$ cat src/rtl/hazard_ctrl_unit_pkg.sv
// -----------------------------------------------------------------------------
// hazard_ctrl_unit_pkg
// Shared encodings for the ID-stage hazard control slice: MIPS opcodes and
// function codes that cause a fetch redirect, the REGIMM rt-field codes for
// BGEZ/BLTZ, and the load-use stall FSM state type.
// No ports (package).
// -----------------------------------------------------------------------------
package hazard_ctrl_unit_pkg;

   localparam logic [5:0] OP_R_type     = 6'b000000;
   localparam logic [5:0] OP_BGEZ_BLTZ  = 6'b000001;
   localparam logic [5:0] OP_J_type     = 6'b000010;
   localparam logic [5:0] OP_JAL_type   = 6'b000011;
   localparam logic [5:0] OP_BEQ_type   = 6'b000100;
   localparam logic [5:0] OP_BNE_type   = 6'b000101;
   localparam logic [5:0] OP_BLEZ_type  = 6'b000110;
   localparam logic [5:0] OP_BGTZ_type  = 6'b000111;

   // REGIMM rt-field values, carried in the low 5 bits of the funct field
   localparam logic [4:0] ACRON_BLTZ    = 5'b00000;
   localparam logic [4:0] ACRON_BGEZ    = 5'b00001;

   localparam logic [5:0] FUNCT_JR      = 6'b001000;
   localparam logic [5:0] FUNCT_JALR    = 6'b001001;

   typedef enum logic {
      LD_IDLE = 1'b0,
      LD_WAIT = 1'b1
   } ld_state_e;

endpackage

$ cat src/rtl/hazard_ctrl_unit_if.sv
// -----------------------------------------------------------------------------
// hazard_ctrl_unit_if
// Bundle between the ID/EX pipeline datapath and the hazard control unit.
//   master : pipeline side, drives ID/EX instruction info, receives controls
//   slave  : hazard unit side
// Signals:
//   id_op/id_funct      ID opcode / funct (REGIMM rt in funct[4:0])
//   id_rs/id_rt         ID source registers, with *_used qualifiers
//   id_bresult          branch condition resolved true in ID
//   id_mdu_use          ID instruction touches HI/LO or the MDU
//   ex_rw/ex_mem_read   EX destination register / EX is a load
//   mdu_start           one-cycle pulse as an MDU op enters EX
//   pc_if_wr            PC + IF/ID write enable
//   id_ex_bubble        insert NOP into ID/EX
//   if_id_flush_n       active-low IF/ID flush
//   stall_cnt/flush_cnt performance counters
// -----------------------------------------------------------------------------
interface hazard_ctrl_unit_if #(
   parameter int REG_AW = 5,
   parameter int CNT_W  = 32
);

   logic [5:0]        id_op;
   logic [5:0]        id_funct;
   logic [REG_AW-1:0] id_rs;
   logic [REG_AW-1:0] id_rt;
   logic              id_rs_used;
   logic              id_rt_used;
   logic              id_bresult;
   logic              id_mdu_use;
   logic [REG_AW-1:0] ex_rw;
   logic              ex_mem_read;
   logic              mdu_start;
   logic              pc_if_wr;
   logic              id_ex_bubble;
   logic              if_id_flush_n;
   logic [CNT_W-1:0]  stall_cnt;
   logic [CNT_W-1:0]  flush_cnt;

   modport master (
      output id_op, id_funct, id_rs, id_rt, id_rs_used, id_rt_used,
             id_bresult, id_mdu_use, ex_rw, ex_mem_read, mdu_start,
      input  pc_if_wr, id_ex_bubble, if_id_flush_n, stall_cnt, flush_cnt
   );

   modport slave (
      input  id_op, id_funct, id_rs, id_rt, id_rs_used, id_rt_used,
             id_bresult, id_mdu_use, ex_rw, ex_mem_read, mdu_start,
      output pc_if_wr, id_ex_bubble, if_id_flush_n, stall_cnt, flush_cnt
   );

endinterface

$ cat src/rtl/hazard_ctrl_unit_redirect.sv
// -----------------------------------------------------------------------------
// redirect_decode
// Purely combinational: flags an ID instruction that redirects fetch, i.e. a
// taken BEQ/BNE/BGTZ/BLEZ/BGEZ/BLTZ or any J/JAL/JR/JALR.
// Ports:
//   op       in  6  opcode
//   funct    in  6  funct (REGIMM rt field in funct[4:0])
//   bresult  in  1  branch condition true
//   redirect out 1  instruction changes the fetch stream
// -----------------------------------------------------------------------------
module redirect_decode
   import hazard_ctrl_unit_pkg::*;
(
   input  logic [5:0] op,
   input  logic [5:0] funct,
   input  logic       bresult,
   output logic       redirect
);

   // REGIMM shares one opcode among several branches; only BGEZ/BLTZ are
   // recognised, the linking variants fall through as non-redirecting.
   always_comb begin
      redirect = 1'b0;
      case (op)
         OP_BEQ_type, OP_BNE_type, OP_BGTZ_type, OP_BLEZ_type:
            redirect = bresult;
         OP_BGEZ_BLTZ:
            redirect = bresult & ((funct[4:0] == ACRON_BGEZ) |
                                  (funct[4:0] == ACRON_BLTZ));
         OP_J_type, OP_JAL_type:
            redirect = 1'b1;
         OP_R_type:
            redirect = (funct == FUNCT_JR) | (funct == FUNCT_JALR);
         default:
            redirect = 1'b0;
      endcase
   end

endmodule

$ cat src/rtl/hazard_ctrl_unit.sv
// -----------------------------------------------------------------------------
// hazard_ctrl_unit
// ID-stage hazard control for the 5-stage pipeline. Detects load-use hazards
// (multi-cycle stall for LOAD_LAT cycles), MDU busy interlock and branch/jump
// redirects, and drives the PC/IF-ID write enable, the ID/EX bubble and the
// IF/ID flush. A stall always wins over a flush.
// Ports:
//   clk  in  pipeline clock
//   rst  in  asynchronous active-low reset
//   hz   hazard_ctrl_unit_if.slave (ID/EX info in, pipeline controls out)
// Optional build macro HAZARD_PERF_CNT_EN: saturating stall/flush counters on
// hz.stall_cnt / hz.flush_cnt; without it both are tied to zero.
// -----------------------------------------------------------------------------
module hazard_ctrl_unit
   import hazard_ctrl_unit_pkg::*;
#(
   parameter int REG_AW   = 5,
   parameter int LOAD_LAT = 1,
   parameter int MDU_LAT  = 32,
   parameter int CNT_W    = 32
)(
   input  logic               clk,
   input  logic               rst,
   hazard_ctrl_unit_if.slave  hz
);

   ld_state_e         ld_state, ld_state_nxt;
   logic [2:0]        ld_cnt, ld_cnt_nxt;
   logic [5:0]        mdu_cnt;
   logic [REG_AW-1:0] id_rs, id_rt, ex_rw;
   logic              ld_hit, ld_stall;
   logic              mdu_busy, mdu_stall;
   logic              stall, redirect, flush;

   assign id_rs = hz.id_rs;
   assign id_rt = hz.id_rt;
   assign ex_rw = hz.ex_rw;

   // $0 is hard-wired zero, so a load targeting it can never create a hazard
   assign ld_hit = hz.ex_mem_read & (ex_rw != '0) &
                   ((hz.id_rs_used & (id_rs == ex_rw)) |
                    (hz.id_rt_used & (id_rt == ex_rw)));

   // Load-use FSM state register
   always_ff @(posedge clk or negedge rst) begin
      if (!rst) begin
         ld_state <= LD_IDLE;
         ld_cnt   <= '0;
      end else begin
         ld_state <= ld_state_nxt;
         ld_cnt   <= ld_cnt_nxt;
      end
   end

   // The hit cycle itself is the first stall cycle; LD_WAIT covers the
   // remaining LOAD_LAT-1. New hits are ignored in LD_WAIT because EX then
   // holds the bubble we inserted.
   always_comb begin
      ld_state_nxt = ld_state;
      ld_cnt_nxt   = ld_cnt;
      ld_stall     = 1'b0;
      case (ld_state)
         LD_IDLE: begin
            if (ld_hit) begin
               ld_stall = 1'b1;
               if (LOAD_LAT > 1) begin
                  ld_state_nxt = LD_WAIT;
                  ld_cnt_nxt   = 3'(LOAD_LAT - 1);
               end
            end
         end
         LD_WAIT: begin
            ld_stall   = 1'b1;
            ld_cnt_nxt = ld_cnt - 3'd1;
            if (ld_cnt == 3'd1) begin
               ld_state_nxt = LD_IDLE;
            end
         end
         default: ld_state_nxt = LD_IDLE;
      endcase
   end

   // MDU busy countdown; a new start while busy simply reloads the count
   always_ff @(posedge clk or negedge rst) begin
      if (!rst) begin
         mdu_cnt <= '0;
      end else if (hz.mdu_start) begin
         mdu_cnt <= 6'(MDU_LAT);
      end else if (mdu_cnt != '0) begin
         mdu_cnt <= mdu_cnt - 6'd1;
      end
   end

   assign mdu_busy  = hz.mdu_start | (mdu_cnt != '0);
   assign mdu_stall = mdu_busy & hz.id_mdu_use;

   redirect_decode u_redirect (
      .op       (hz.id_op),
      .funct    (hz.id_funct),
      .bresult  (hz.id_bresult),
      .redirect (redirect)
   );

   // Reset is folded in combinationally so the controls are forced to their
   // idle values the instant rst falls, even with hazard inputs present.
   assign stall = rst & (ld_stall | mdu_stall);
   assign flush = rst & redirect & ~stall;

   assign hz.pc_if_wr      = ~stall;
   assign hz.id_ex_bubble  = stall;
   assign hz.if_id_flush_n = ~flush;

`ifdef HAZARD_PERF_CNT_EN
   logic [CNT_W-1:0] stall_cnt_q, flush_cnt_q;

   // Saturating performance counters, one count per stalled / flushed cycle
   always_ff @(posedge clk or negedge rst) begin
      if (!rst) begin
         stall_cnt_q <= '0;
         flush_cnt_q <= '0;
      end else begin
         if (stall && (stall_cnt_q != '1)) begin
            stall_cnt_q <= stall_cnt_q + CNT_W'(1);
         end
         if (flush && (flush_cnt_q != '1)) begin
            flush_cnt_q <= flush_cnt_q + CNT_W'(1);
         end
      end
   end

   assign hz.stall_cnt = stall_cnt_q;
   assign hz.flush_cnt = flush_cnt_q;
`else
   assign hz.stall_cnt = {CNT_W{1'b0}};
   assign hz.flush_cnt = {CNT_W{1'b0}};
`endif

endmodule

$ cat src/flat_wrapper.sv
// flat-port wrapper written by rule: the top's interface ports become plain ports
module hazard_ctrl_unit_flat import hazard_ctrl_unit_pkg::*;
#(
   parameter int REG_AW   = 5,
   parameter int LOAD_LAT = 1,
   parameter int MDU_LAT  = 32,
   parameter int CNT_W    = 32
)
  (clk, rst, hz_id_op, hz_id_funct, hz_id_rs, hz_id_rt, hz_id_rs_used, hz_id_rt_used, hz_id_bresult, hz_id_mdu_use, hz_ex_rw, hz_ex_mem_read, hz_mdu_start, hz_pc_if_wr, hz_id_ex_bubble, hz_if_id_flush_n, hz_stall_cnt, hz_flush_cnt);
  hazard_ctrl_unit_if #(.REG_AW(REG_AW), .CNT_W(CNT_W)) hz_i ();
  input  logic clk;
  input  logic rst;
  input wire logic [$bits(hz_i.id_op)-1:0] hz_id_op;
  input wire logic [$bits(hz_i.id_funct)-1:0] hz_id_funct;
  input wire logic [$bits(hz_i.id_rs)-1:0] hz_id_rs;
  input wire logic [$bits(hz_i.id_rt)-1:0] hz_id_rt;
  input wire logic [$bits(hz_i.id_rs_used)-1:0] hz_id_rs_used;
  input wire logic [$bits(hz_i.id_rt_used)-1:0] hz_id_rt_used;
  input wire logic [$bits(hz_i.id_bresult)-1:0] hz_id_bresult;
  input wire logic [$bits(hz_i.id_mdu_use)-1:0] hz_id_mdu_use;
  input wire logic [$bits(hz_i.ex_rw)-1:0] hz_ex_rw;
  input wire logic [$bits(hz_i.ex_mem_read)-1:0] hz_ex_mem_read;
  input wire logic [$bits(hz_i.mdu_start)-1:0] hz_mdu_start;
  output wire logic [$bits(hz_i.pc_if_wr)-1:0] hz_pc_if_wr;
  output wire logic [$bits(hz_i.id_ex_bubble)-1:0] hz_id_ex_bubble;
  output wire logic [$bits(hz_i.if_id_flush_n)-1:0] hz_if_id_flush_n;
  output wire logic [$bits(hz_i.stall_cnt)-1:0] hz_stall_cnt;
  output wire logic [$bits(hz_i.flush_cnt)-1:0] hz_flush_cnt;
  assign hz_i.id_op = hz_id_op;
  assign hz_i.id_funct = hz_id_funct;
  assign hz_i.id_rs = hz_id_rs;
  assign hz_i.id_rt = hz_id_rt;
  assign hz_i.id_rs_used = hz_id_rs_used;
  assign hz_i.id_rt_used = hz_id_rt_used;
  assign hz_i.id_bresult = hz_id_bresult;
  assign hz_i.id_mdu_use = hz_id_mdu_use;
  assign hz_i.ex_rw = hz_ex_rw;
  assign hz_i.ex_mem_read = hz_ex_mem_read;
  assign hz_i.mdu_start = hz_mdu_start;
  assign hz_pc_if_wr = hz_i.pc_if_wr;
  assign hz_id_ex_bubble = hz_i.id_ex_bubble;
  assign hz_if_id_flush_n = hz_i.if_id_flush_n;
  assign hz_stall_cnt = hz_i.stall_cnt;
  assign hz_flush_cnt = hz_i.flush_cnt;
  hazard_ctrl_unit #(.REG_AW(REG_AW), .LOAD_LAT(LOAD_LAT), .MDU_LAT(MDU_LAT), .CNT_W(CNT_W)) u_core (.clk(clk), .rst(rst), .hz(hz_i));
endmodule
$ cat config.mk
export PLATFORM = sky130hd
export DESIGN_NAME = hazard_ctrl_unit_flat
export DESIGN_NICKNAME = d
export VERILOG_FILES = /design/src/rtl/hazard_ctrl_unit_pkg.sv /design/src/rtl/hazard_ctrl_unit_if.sv /design/src/rtl/hazard_ctrl_unit_redirect.sv /design/src/rtl/hazard_ctrl_unit.sv /design/src/flat_wrapper.sv
export SDC_FILE = /design/constraint.sdc
export NUM_CORES = 1
export LEC_CHECK = 0
export ABC_AREA = 1
export CAP_MARGIN = 20
export CORE_MARGIN = 3
export CORE_UTILIZATION = 30
export DETAILED_ROUTE_END_ITERATION = 8
export GPL_ROUTABILITY_DRIVEN = 0
export PLACE_DENSITY = 0.78
export SYNTH_ARGS = -nofsm -noshare
export SYNTH_HDL_FRONTEND = slang
export SYNTH_SLANG_ARGS = --single-unit
$ cat constraint.sdc
create_clock -name clk -period 1.4 [get_ports clk]
set_clock_uncertainty 0.15 [all_clocks]
set_input_delay 0.28 -clock clk [delete_from_list [all_inputs] [get_ports clk]]
set_output_delay 0.28 -clock clk [all_outputs]
set_load 0.03 [all_outputs]
==> implementation parameters <==
Parameter                              Value

Run status
  Status    finished, violations left
  Violated checks    setup timing

CTS
  Number of CTS-inserted buffers    3
  CTS root buf    sky130_fd_sc_hd__clkbuf_8
  Clock transition time at the flip-flop clock pins of the worst setup and hold paths    50 ps
  Number of hold buffers added after cts    0
  Clock latency on the worst-skew pair    240 ps
  CTS Buffer Depth    2
  Clock H-tree levels    1
  Clock Sinks    10
  TritonCTS clock tree    built

Critical path
  Register-to-register path setup slack    -10 ps
  Slowest cell on crit path    sky130_fd_sc_hd__dfrtp_1
  Delay of the slowest cell on the worst path    390 ps
  Capture point of the critical path    hz_if_id_flush_n
  Number of logic stages on the critical path including buffering    9
  Reg2reg path depth    8
  Kind of end point of the critical path    output port
  Top cell by count, worst path    sky130_fd_sc_hd__nand2_4
  Family of cells with the greatest summed delay on the critical path    simple AND/OR/NAND/NOR gates
  R2R Path Start    u_core.mdu_cnt[1]
  Data arrival time of the worst path    1540 ps
  Peak fanout along the critical path    3
  Worst-path cell chain    inv_2 > nand2_4 > nor2_4 > nand4_4 > a21oi_2 > nand2_2 > nand2_4 > nand2_4 > buf_6
  Required time of the critical path    970 ps
  Reg2Reg Capture Point    u_core.mdu_cnt[2]
  Critical path buffers and inverters    2
  Type of the worst setup path    flip-flop to output port
  Type of element launching the critical path    flip-flop
  Critical path launch point    u_core.mdu_cnt[3]

GRT
  First-pass GRT wire length    3.82 mm
  Total routing usage reported by global routing    9.23%
  Grt total ovfl    0
  Number of global-route vias before repair    917
  Antenna violations before repair    0
  Pin count of the biggest net entering global routing    12

Finish
  Antenna diode count    0
  Synthesis-to-finish area growth    32.8%
  Final core occ    42.1%
  Post-route cell area    1720 um2
  Layout cells sized above 1    19.7%
  Final net count    289

Synthesis
  Average instance area after synthesis    6.75 um2
  Number of warning messages in the yosys log    0
  Share of the yosys chip area belonging to registers    19.3%
  Area fraction in compound gates after synthesis    6.95%
  Unique masters post-synth    23
  Largest family of logic cells by synthesized area    buffers and inverters
  Number of instances in the synthesized netlist    192
  Multiplexer share of the synthesized area    0%
  Area share of and/or/nand/nor cells after synthesis    21.5%
  Synthesis-stage register bit count    10
  Summed instance area of the synthesized netlist    1300 um2
  Fraction of synthesized cell area in xor and xnor cells    2.03%
  Adder-cell share of the synthesized area    3.86%

STA
  Share of the clock period used by the worst path after layout    141%
  Setup repair after global routing missed its margin    yes
  Final hold violation count    0
  Sum of negative setup slack    -1640 ps
  Number of failing setup endpoints in the final timing report    4
  Shortest clock period the worst path allows after layout    1970 ps
  Worst hold slack    216 ps
  Fmax    507 MHz
  Worst Setup Slack, final    -571 ps
  Number of pins with negative max-slew slack in the final report    0

Drt
  Number of optimization iterations in the first detailed-route pass    4
  Via count    1113
  # DRC    0
  Wire length after detailed routing    2.70 mm
  Drt wl/cell    9.03 um
  Starting DRT DRC Count    28
  Remaining number of nets flagged by the antenna check after routing    0
  Routed via count divided by cell count    3.72

Placed design
  Standard cell area after detailed placement    1610 um2
  Count of port buffers added during placement    36
  HPWL reported at the end of detailed placement    2.29 mm

Die
  Starting utilization of the core area    31.7%
  Die area    5150 um2
  Number of placed I/O pins    102
  Std-Cell Core Area    4090 um2
  Die span in y    71.7 um
  Die X-Extent    71.7 um
  # rows    23

Run
  Maxcap violations    0

Power
  Static leakage power    0.996 nW
  Overall power of the completed layout    0.00184 W
  Maximum vdd drop    0.455 mV
  Areal power density over the cells    1070 nW/um2

Worst hold path
  Classification of the worst-slack hold path    input port to asynchronous set/reset pin
==> layer usage <==
layer  vias up  track usage, %  part of all wire, %
met1       482            9.36                   33
met3         4            3.09                   12
met5         -               0                    0
met2        61            17.4                   53
li1        566               -                    -
met4         0            3.13                  1.1
==> placed cells by master (no fill, tap or decap), types with 3 or more instances in the layout <==
cell | synthesis | routed
sky130_fd_sc_hd__nor2_1 | 12 | 11
sky130_fd_sc_hd__dfrtp_1 | 10 | 10
sky130_fd_sc_hd__inv_1 | 27 | 21
sky130_fd_sc_hd__dlygate4sd2_1 | 0 | 15
sky130_fd_sc_hd__buf_4 | 64 | 18
sky130_fd_sc_hd__clkdlybuf4s50_1 | 0 | 18
sky130_fd_sc_hd__o21ai_0 | 7 | 7
sky130_fd_sc_hd__conb_1 | 1 | 64
sky130_fd_sc_hd__nand3_1 | 5 | 5
sky130_fd_sc_hd__clkbuf_8 | 0 | 4
sky130_fd_sc_hd__buf_6 | 0 | 3
sky130_fd_sc_hd__nand2_1 | 36 | 35
sky130_fd_sc_hd__a21oi_1 | 5 | 4
sky130_fd_sc_hd__inv_2 | 4 | 9
sky130_fd_sc_hd__nand2_4 | 0 | 3
==> final cells by class <==
cell class / count / area [um2]
Fill cell: 421 / 2360
Multi-Input combinational cell: 150 / 754
Timing Repair Buffer: 54 / 480
Sequential cell: 10 / 250
Inverter: 31 / 119
Tap cell: 50 / 62.6
Clock buffer: 4 / 55.1
==> what timing repair did <==
item,4_1_cts,5_1_grt
buffers inserted,1,3
pin swaps,12,3
gates resized for setup,21,8
endpoints found under the setup margin,3,6
==> through the flow <==
stage,setup slack [ps],cells
after floorplan,-203,255
after global placement,-779,292
after detailed placement,-777,292
after CTS,-551,297
after global routing,-682,299
final,-571,299
==> report_power, final <==
group | internal (W) | leakage, nW | switching [W]
logic | 0.000451 | 0.837 | 0.000614
clock network | 0.000248 | 0.0288 | 0.000122
registers | 0.000355 | 0.130 | 0.0000476
==> sequential cells by signal, summed over array words and instances, names as in the netlist <==
name,flops
u_core.mdu_cnt,6
u_core.ld_cnt,3
u_core.ld_state,1
==> cell usage after synthesis (all sizes together) <==
master,n,area share [%]
a211oi,1,0.58
a21oi,6,2.6
buf,64,37
conb,1,0.29
dfrtp,10,19
ha,4,3.9
inv,31,9.0
nand2,40,12
nand3,5,1.9
nand4,2,1.4
nor2,13,4.3
nor3,2,0.77
nor4b,1,0.68
o21ai,7,2.7
o22ai,1,0.48
o31ai,1,0.58
xnor2,1,0.68
xor2,2,1.4
==> worst min path at each step <==
stage | startpoint | end | slack, ps | cells past startpoint
floorplan | rst | u_core.ld_cnt[0] | -170 | 0
CTS | rst | u_core.mdu_cnt[0] | 230 | 2
global route | rst | u_core.mdu_cnt[5] | 250 | 2
finish | rst | u_core.mdu_cnt[5] | 220 | 2
global placement | u_core.ld_cnt[1] | u_core.ld_cnt[1] | 320 | 2
detailed placement | u_core.ld_cnt[0] | u_core.ld_cnt[0] | 350 | 1
==> cells by family (layout without fill, tap and decap cells) <==
kind of cell    count (synthesis)  in the layout
simple gates                   63             63
flops                          10             10
buf+inv                        95             89
compound gates                 16             16
other cells                     1             64
xor+xnor                        3              3
fa+ha+maj                       4              4
Note: power is estimated with default switching activity, not from simulation.
